**config.mk**
```make
export PLATFORM = sky130hd
export DESIGN_NAME = sram_write
export DESIGN_NICKNAME = d
export VERILOG_FILES = /design/src/rtl/sram_pkg.sv /design/src/rtl/sram_wait_timer.sv /design/src/rtl/sram_write.sv
export SDC_FILE = /design/constraint.sdc
export NUM_CORES = 1
export LEC_CHECK = 0
export ABC_AREA = 1
export BUFFER_PORTS_ARGS = -buffer_cell sky130_fd_sc_hd__buf_2
export CAP_MARGIN = 15
export CORE_MARGIN = 2
export CORE_UTILIZATION = 50
export DETAILED_ROUTE_END_ITERATION = 7
export GPL_TIMING_DRIVEN = 0
export PLACE_DENSITY = 0.78
export RECOVER_POWER = 50
export SYNTH_ARGS = -nofsm -noshare
export SYNTH_HDL_FRONTEND = slang
export SYNTH_SLANG_ARGS = --single-unit
```
**constraint.sdc**
```tcl
create_clock -name clk -period 2.3 [get_ports clk]
set_input_delay 0.46 -clock clk [delete_from_list [all_inputs] [get_ports clk]]
set_output_delay 0.46 -clock clk [all_outputs]
set_load 0.05 [all_outputs]
```
**src/rtl/sram_pkg.sv**
```systemverilog
// Shared definitions for the SRAM read and write paths.
// Widths, the timer width and the write-side state type are all defined here.
package sram_pkg;

    localparam int SRAM_ADDR_W  = 16;
    localparam int SRAM_DATA_W  = 32;
    localparam int SRAM_TIMER_W = 4;

    typedef enum logic [1:0] {
        IDLE,
        WAIT_DATA,
        WRITE,
        DONE
    } sram_wr_state_t;

endpackage

```
**src/rtl/sram_wait_timer.sv**
```systemverilog
// Loadable 4-bit down-counter used to count SRAM wait states.
// It saturates at zero, and a load takes priority over a decrement.
module sram_wait_timer
    import sram_pkg::*;
(
    input  logic                    clk,
    input  logic                    n_rst,
    input  logic                    load,
    input  logic [SRAM_TIMER_W-1:0] load_val,
    input  logic                    dec,
    output logic [SRAM_TIMER_W-1:0] value,
    output logic                    zero
);

    logic [SRAM_TIMER_W-1:0] value_q;
    logic [SRAM_TIMER_W-1:0] value_d;

    always_comb begin
        value_d = value_q;
        if (load) begin
            value_d = load_val;
        end else if (dec && (value_q != '0)) begin
            value_d = value_q - 1'b1;
        end
    end

    always_ff @(posedge clk or negedge n_rst) begin
        if (!n_rst) begin
            value_q <= '0;
        end else begin
            value_q <= value_d;
        end
    end

    assign value = value_q;
    assign zero  = (value_q == '0);

endmodule

```
**src/rtl/sram_write.sv**
```systemverilog
// SRAM burst write controller. Each accepted word is held on address/write_data
// with write asserted for SRAM_WAIT cycles; done pulses once when the burst ends.
module sram_write
    import sram_pkg::*;
#(
    parameter int ADDR_W    = SRAM_ADDR_W,
    parameter int DATA_W    = SRAM_DATA_W,
    parameter int SRAM_WAIT = 2
) (
    input  logic              clk,
    input  logic              n_rst,
    input  logic              start,
    input  logic [ADDR_W-1:0] start_addr,
    input  logic [ADDR_W-1:0] word_count,
    input  logic [DATA_W-1:0] wdata_in,
    input  logic              wvalid,
    output logic              wready,
    output logic [ADDR_W-1:0] address,
    output logic [DATA_W-1:0] write_data,
    output logic              write,
    output logic              busy,
    output logic              done
);

    sram_wr_state_t state_q, state_d;
    logic [ADDR_W-1:0] address_q, address_d;
    logic [ADDR_W-1:0] remaining_q, remaining_d;
    logic [DATA_W-1:0] write_data_q, write_data_d;
    logic              write_q, write_d;
    logic              done_q, done_d;

    logic                    timer_load;
    logic                    timer_dec;
    logic [SRAM_TIMER_W-1:0] timer_val;
    logic                    timer_zero;

    sram_wait_timer u_timer (
        .clk      (clk),
        .n_rst    (n_rst),
        .load     (timer_load),
        .load_val (SRAM_TIMER_W'(SRAM_WAIT - 1)),
        .dec      (timer_dec),
        .value    (timer_val),
        .zero     (timer_zero)
    );

    always_comb begin
        state_d      = state_q;
        address_d    = address_q;
        remaining_d  = remaining_q;
        write_data_d = write_data_q;
        write_d      = write_q;
        done_d       = 1'b0;
        timer_load   = 1'b0;
        timer_dec    = 1'b0;

        case (state_q)
            IDLE: begin
                if (start) begin
                    if (word_count != '0) begin
                        address_d   = start_addr;
                        remaining_d = word_count;
                        state_d     = WAIT_DATA;
                    end else begin
                        done_d  = 1'b1;
                        state_d = DONE;
                    end
                end
            end
            WAIT_DATA: begin
                if (wvalid) begin
                    write_data_d = wdata_in;
                    timer_load   = 1'b1;
                    write_d      = 1'b1;
                    state_d      = WRITE;
                end
            end
            WRITE: begin
                timer_dec = (timer_val != '0);
                // Timer at zero marks the last of the SRAM_WAIT hold cycles.
                if (timer_zero) begin
                    write_d = 1'b0;
                    if (remaining_q == ADDR_W'(1)) begin
                        done_d  = 1'b1;
                        state_d = DONE;
                    end else begin
                        remaining_d = remaining_q - 1'b1;
                        address_d   = address_q + 1'b1;
                        state_d     = WAIT_DATA;
                    end
                end
            end
            DONE: begin
                state_d = IDLE;
            end
            default: begin
                state_d = IDLE;
            end
        endcase
    end

    always_ff @(posedge clk or negedge n_rst) begin
        if (!n_rst) begin
            state_q      <= IDLE;
            address_q    <= '0;
            remaining_q  <= '0;
            write_data_q <= '0;
            write_q      <= 1'b0;
            done_q       <= 1'b0;
        end else begin
            state_q      <= state_d;
            address_q    <= address_d;
            remaining_q  <= remaining_d;
            write_data_q <= write_data_d;
            write_q      <= write_d;
            done_q       <= done_d;
        end
    end

    assign wready     = (state_q == WAIT_DATA);
    assign busy       = (state_q != IDLE);
    assign address    = address_q;
    assign write_data = write_data_q;
    assign write      = write_q;
    assign done       = done_q;

endmodule
```
After elaboration in Yosys (flattened, before gate mapping):

Cells that the tools add are included.

* multipliers: 0
* $add $sub $neg: 3
* multiplexer cells: 29
* $lt $le $gt $ge: 0
* eq/ne operators: 9
* bitwise operators: 0
* reduce and logical (&&, ||, !) cells: 13
* div/mod/pow operators: 0
* shift operators: 0

Operators by type and width (number)
* $mux 16: 8
* $pmux 16 s2: 2
* $add 16x1->16 const B: 1
* $eq 16x1->1 const B: 1
* $reduce_bool 16->1: 1
* $sub 16x1->16 const B: 1
* $mux 2: 5
* $ne 2x2->1 const B: 5
* $mux 1: 9
* $mux 4: 2
* $pmux 2 s4: 1
* $reduce_bool 2->1: 4
* $reduce_and 3->1: 2
* $reduce_and 5->1: 1
* $eq 2x2->1 const B: 2
* $logic_not 4->1: 1
* $pmux 1 s2: 2
* $reduce_bool 4->1: 1
* $sub 4x1->4 const B: 1
* $eq 2x1->1 const B: 1
* $logic_not 2->1: 1
* $reduce_and 2->1: 1
* $logic_and 1x1->1: 1

* memories kept: 0
* bits in read-only memories: 0
* logic and storage cells: 61
* bits of input ports: 68
* flip-flop bits (word level): 72
* latch bits: 0
* memory bits (writable): 0

Longest topological paths before layout:

* depth in word-level cells: 5
* mapped depth: 11
* mapped depth without buffers: 11

Hierarchy:

Synthesis repeated with hierarchy kept, for this count alone.

* cells, all modules: 619
* area, all modules: 4204.0 µm²

By module, submodules not included
* sram_write: seq. area each 1701.6 µm², cells an instance 573, times used 1, area each 3908.7 µm²
* sram_wait_timer: seq. area each 100.1 µm², cells an instance 46, times used 1, area each 295.3 µm²

Worst setup path before layout:

No wires, ideal clock.

* path kind: register to register
* start point: reg state_q[1]
* end point: reg write_data_q[10] (netlist: write_data[10])
* path slack: 253 ps
* required time: 2234 ps
* buffers on the path: 1
* cell stages (with the launch flop): 7
* arrival time: 1981 ps
* cells stage by stage: dfrtp_1 nor2_1 nand2_1 inv_1 buf_4 nand2_1 nand2_1

* word-level cells in the longest chain between the ends: 2

RTL lines
* start: declaration: RTL line sram_write.sv:25 `sram_wr_state_t state_q, state_d;`
* start signal: assignment: RTL line sram_write.sv:111 `state_q <= state_d;`
* $eq 2x1->1
* named net wready: RTL line sram_write.sv:17 `output logic wready,`
* $reduce_and 2->1 (no line)
* end signal: assignment: RTL line sram_write.sv:114 `write_data_q <= write_data_d;`
* end: declaration: RTL line sram_write.sv:28 `logic [DATA_W-1:0] write_data_q, write_data_d;`

The timed path passes the listed nets, and every way through them passes these cells.
A chain may end at the register's enable or synchronous reset.

Worst setup path in the final report:

* start point: reg u_timer.value_q[0] (netlist: u_timer.value[0])
* end point: reg remaining_q[10]

* word-level cells in the longest chain between the ends: 3

RTL lines
* start: declaration: RTL line sram_wait_timer.sv:15 `logic [SRAM_TIMER_W-1:0] value_q;`
* start signal: assignment: RTL line sram_wait_timer.sv:31 `value_q <= value_d;`
* $logic_not 4->1: RTL line sram_wait_timer.sv:36 `assign zero = (value_q == '0);`
* $ne 2x2->1 (no line)
* $reduce_and 5->1 (no line)
* end signal: assignment: RTL line sram_write.sv:113 `remaining_q <= remaining_d;`
* end: declaration: RTL line sram_write.sv:27 `logic [ADDR_W-1:0] remaining_q, remaining_d;`

No other way between the ends.

==> out/results.tsv <==
stage	metric	value	unit
logic_synthesis	seq_area_frac_synth	0.442	
place	gp_congestion	0.898	
grt	grt_usage	0.258	
clock_network	cts_max_level	3	
power_and_ir_drop	clkPwrFrac	0.135	
detailed_routing	via_count	4266	
power_and_ir_drop	leakagePower	2.82	nW
die	dieHeight	94.3	µm
grt	grt_antenna_before_repair	0	
power_and_ir_drop	seqPwrFrac	0.295	
sta	tightest_slew	1440	ps
critical_path	cp.arrival	2140	ps
power_and_ir_drop	intPower	3.72	mW
sta	fmax	538	MHz
clock_network	cts-root-buf	clkbuf_8	
clock_network	hold_buffers	0	
detailed_routing	drtIter0Drc	253	
cells_and_area	area_delta_synth_final	23.0	%
detailed_routing	via_per_inst	5.08	
place	place_ws	476	ps
sta	finalHoldViolCount	0	
clock_network	cts_buffers	9	
cells_and_area	drive_above_1_share	0.185	
status	outcome	complete, no violations	
power_and_ir_drop	p_per_area	1650	nW/µm²
sta	finalSetupTns	0	ps
critical_path	cp-end-kind	flop	
cells_and_area	antenna_cells	0	
clock_network	clk_latency	340	ps
detailed_routing	drtPass1Iterations	5	
die	initial_utilization	0.522	
place	place_area	4830	µm²
clock_network	cts_tree	built	
logic_synthesis	synthArstFlopShare	1.00	
critical_path	crit_fanout	10	
logic_synthesis	synth_top_area_share	0.442	
sta	setup_viol	0	
logic_synthesis	synth.area.top_cells	dfrtp_1, nand2_1, nor2_1	
logic_synthesis	yosys-top-cells-count	nand2_1, dfrtp_1, nor2_1	
detailed_routing	ant_nets	0	
sta	skew	9.26	ps
die	io_pins	120	
clock_network	cts.sinks	72	
detailed_routing	drc	0	
critical_path	required	2580	ps
sta	period_minus_slack	1860	ps
logic_synthesis	synthMostInstantiatedCell	nand2_1	
grt	grt_max_degree	50	
logic_synthesis	syn_nets	673	
power_and_ir_drop	pwr-share-comb	0.569	
logic_synthesis	ys_ff_latch	72	
place	port_buffers	119	
power_and_ir_drop	power.share.switching	0.550	
sta	period_share	0.808	
clock_network	postCtsSetupRepairBufs	0	
clock_network	cts_buffer_depth	2	
logic_synthesis	synth_cell_types	31	
logic_synthesis	synth-warning-count	0	
flow_run	max_cap_viol_count	0	
logic_synthesis	synth_area_leader_cell	dfrtp_1	
die	die_area	8890	µm²
logic_synthesis	avgSynthCellArea	6.78	µm²
logic_synthesis	ys_dominant_reg_cell	dfrtp_1	
detailed_routing	finalWirelength	10900	µm
die	core-area	7810	µm²
die	die_w	94.3	µm
grt	grt-ovfl-total	0	
sta	rsz0062_at_grt	false	
grt	grt_pass1_wl	18200	µm
logic_synthesis	syn_area	4080	µm²
sta	maxSlewViolCount	0	
die	row_count	32	
grt	grt_pass1_vias	4063	
critical_path	start_kind	flop	
logic_synthesis	synth-edff-count	0	
power_and_ir_drop	switchingPower	4.55	mW
worst_hold_path	hold_path_class	in2reg	
clock_network	cts_resized	0	
power_and_ir_drop	ir_worst_vdd	0.988	mV
logic_synthesis	syn_inst	601	
cells_and_area	finalInstanceArea	5010	µm²
detailed_routing	route.detailed.wl_per_inst	13.0	µm
clock_network	clk_pin_slew	80	ps
critical_path	worst-setup-path-type	reg2reg	
sta	slew_headroom	0.0429	
place	post-dp-hpwl	8200	µm
cells_and_area	finalNetCount	804	
sta	fin_ws	442	ps
critical path, stage by stage, from the launching register on:
cell and delay [ps]:
dfrtp_1 370, inv_1 110, ha_1 180, nand3_1 140
nand2_1 190, nand3_2 110, inv_2 100, nand3_4 100
inv_2 140, buf_4 210, nand2_1 80, nand2_1 70
layout make-up:
| type | count | area, µm² |
|---|---|---|
| fill | 739 | 2790 |
| multi-input combinational | 469 | 2010 |
| sequential | 72 | 1800 |
| timing repair buffer | 120 | 592 |
| inverter | 41 | 154 |
| tap | 102 | 128 |
| clock buffer | 9 | 124 |
| buffer | 19 | 108 |
| clock inverter | 7 | 95.1 |
sequential cells by signal, indices dropped and copies added (netlist names):
signal	count
state_q	2
write	1
remaining_q	16
address	16
done	1
write_data	32
u_timer.value	4
power by group through the flow:
| stage | clock network, mW | registers (mW) | logic [mW] |
|---|---|---|---|
| floorplan | 0 | 3.72 | 2.23 |
| global placement | 0 | 2.41 | 4.64 |
| detailed placement | 0 | 2.42 | 4.78 |
| CTS | 1.13 | 2.42 | 4.79 |
| global route | 1.19 | 2.52 | 5.21 |
| finish | 1.12 | 2.44 | 4.70 |
stage by stage:
step,total power [mW],instances,hold slack (ps),utilization
floorplan,5.96,601,164,-
global placement,7.04,822,446,0.615
detailed placement,7.20,823,395,0.619
CTS,8.34,839,23.1,0.647
global route,8.92,839,307,0.642
finish,8.27,839,309,0.642
routing by layer:
| metal | wire, µm | track usage | vias to the layer above |
|---|---|---|---|
| met5 | 0 | 0 | - |
| met4 | 101 | 0.0809 | 0 |
| met3 | 936 | 0.0586 | 11 |
| met2 | 5180 | 0.437 | 172 |
| met1 | 4680 | 0.330 | 1966 |
| li1 | - | - | 2117 |
placed cells by master, fill, tap and decap left out, types with 2 or more instances in the layout:
cell type and count:
nand2_1 320, buf_2 96, dfrtp_1 72, nor2_1 54, inv_1 37, clkbuf_1 35
nand3_1 29, o21ai_0 25, clkbuf_8 9, nand4_1 7, or2_2 6, buf_4 5
inv_2 4, ha_1 4, xor2_1 3, mux2i_1 3, a21oi_1 3, nor3_1 2
buf_6 2, nand3b_1 2, clkinv_2 2, bufinv_16 2
path summary, 6_finish.rpt:
path	startpoint	end	slack [ps]	depth (start not counted)
worst max-delay path	u_timer.value[0]	remaining_q[10]	440	11
worst min-delay path	wdata_in[23]	write_data[23]	310	3
worst max register to register	u_timer.value[0]	remaining_q[10]	440	11
worst min register to register	u_timer.value[3]	u_timer.value[3]	470	1
max in group asynchronous	n_rst	u_timer.value[0]	960	2
min in group asynchronous	n_rst	remaining_q[8]	430	1
kinds of logic (layout without fill, tap and decap cells):
family / after synthesis / in the layout / synth area share
AOI/OAI and AO/OA: 31 / 31 / 0.0393
xor gates and xnor gates: 3 / 3 / 0.00644
adders and majority gates: 4 / 4 / 0.0123
buffers and inverters: 60 / 196 / 0.0641
DFF: 72 / 72 / 0.442
muxes: 3 / 3 / 0.00736
and+or+nand+nor: 428 / 428 / 0.429
Power figures use the tool's default switching activity.
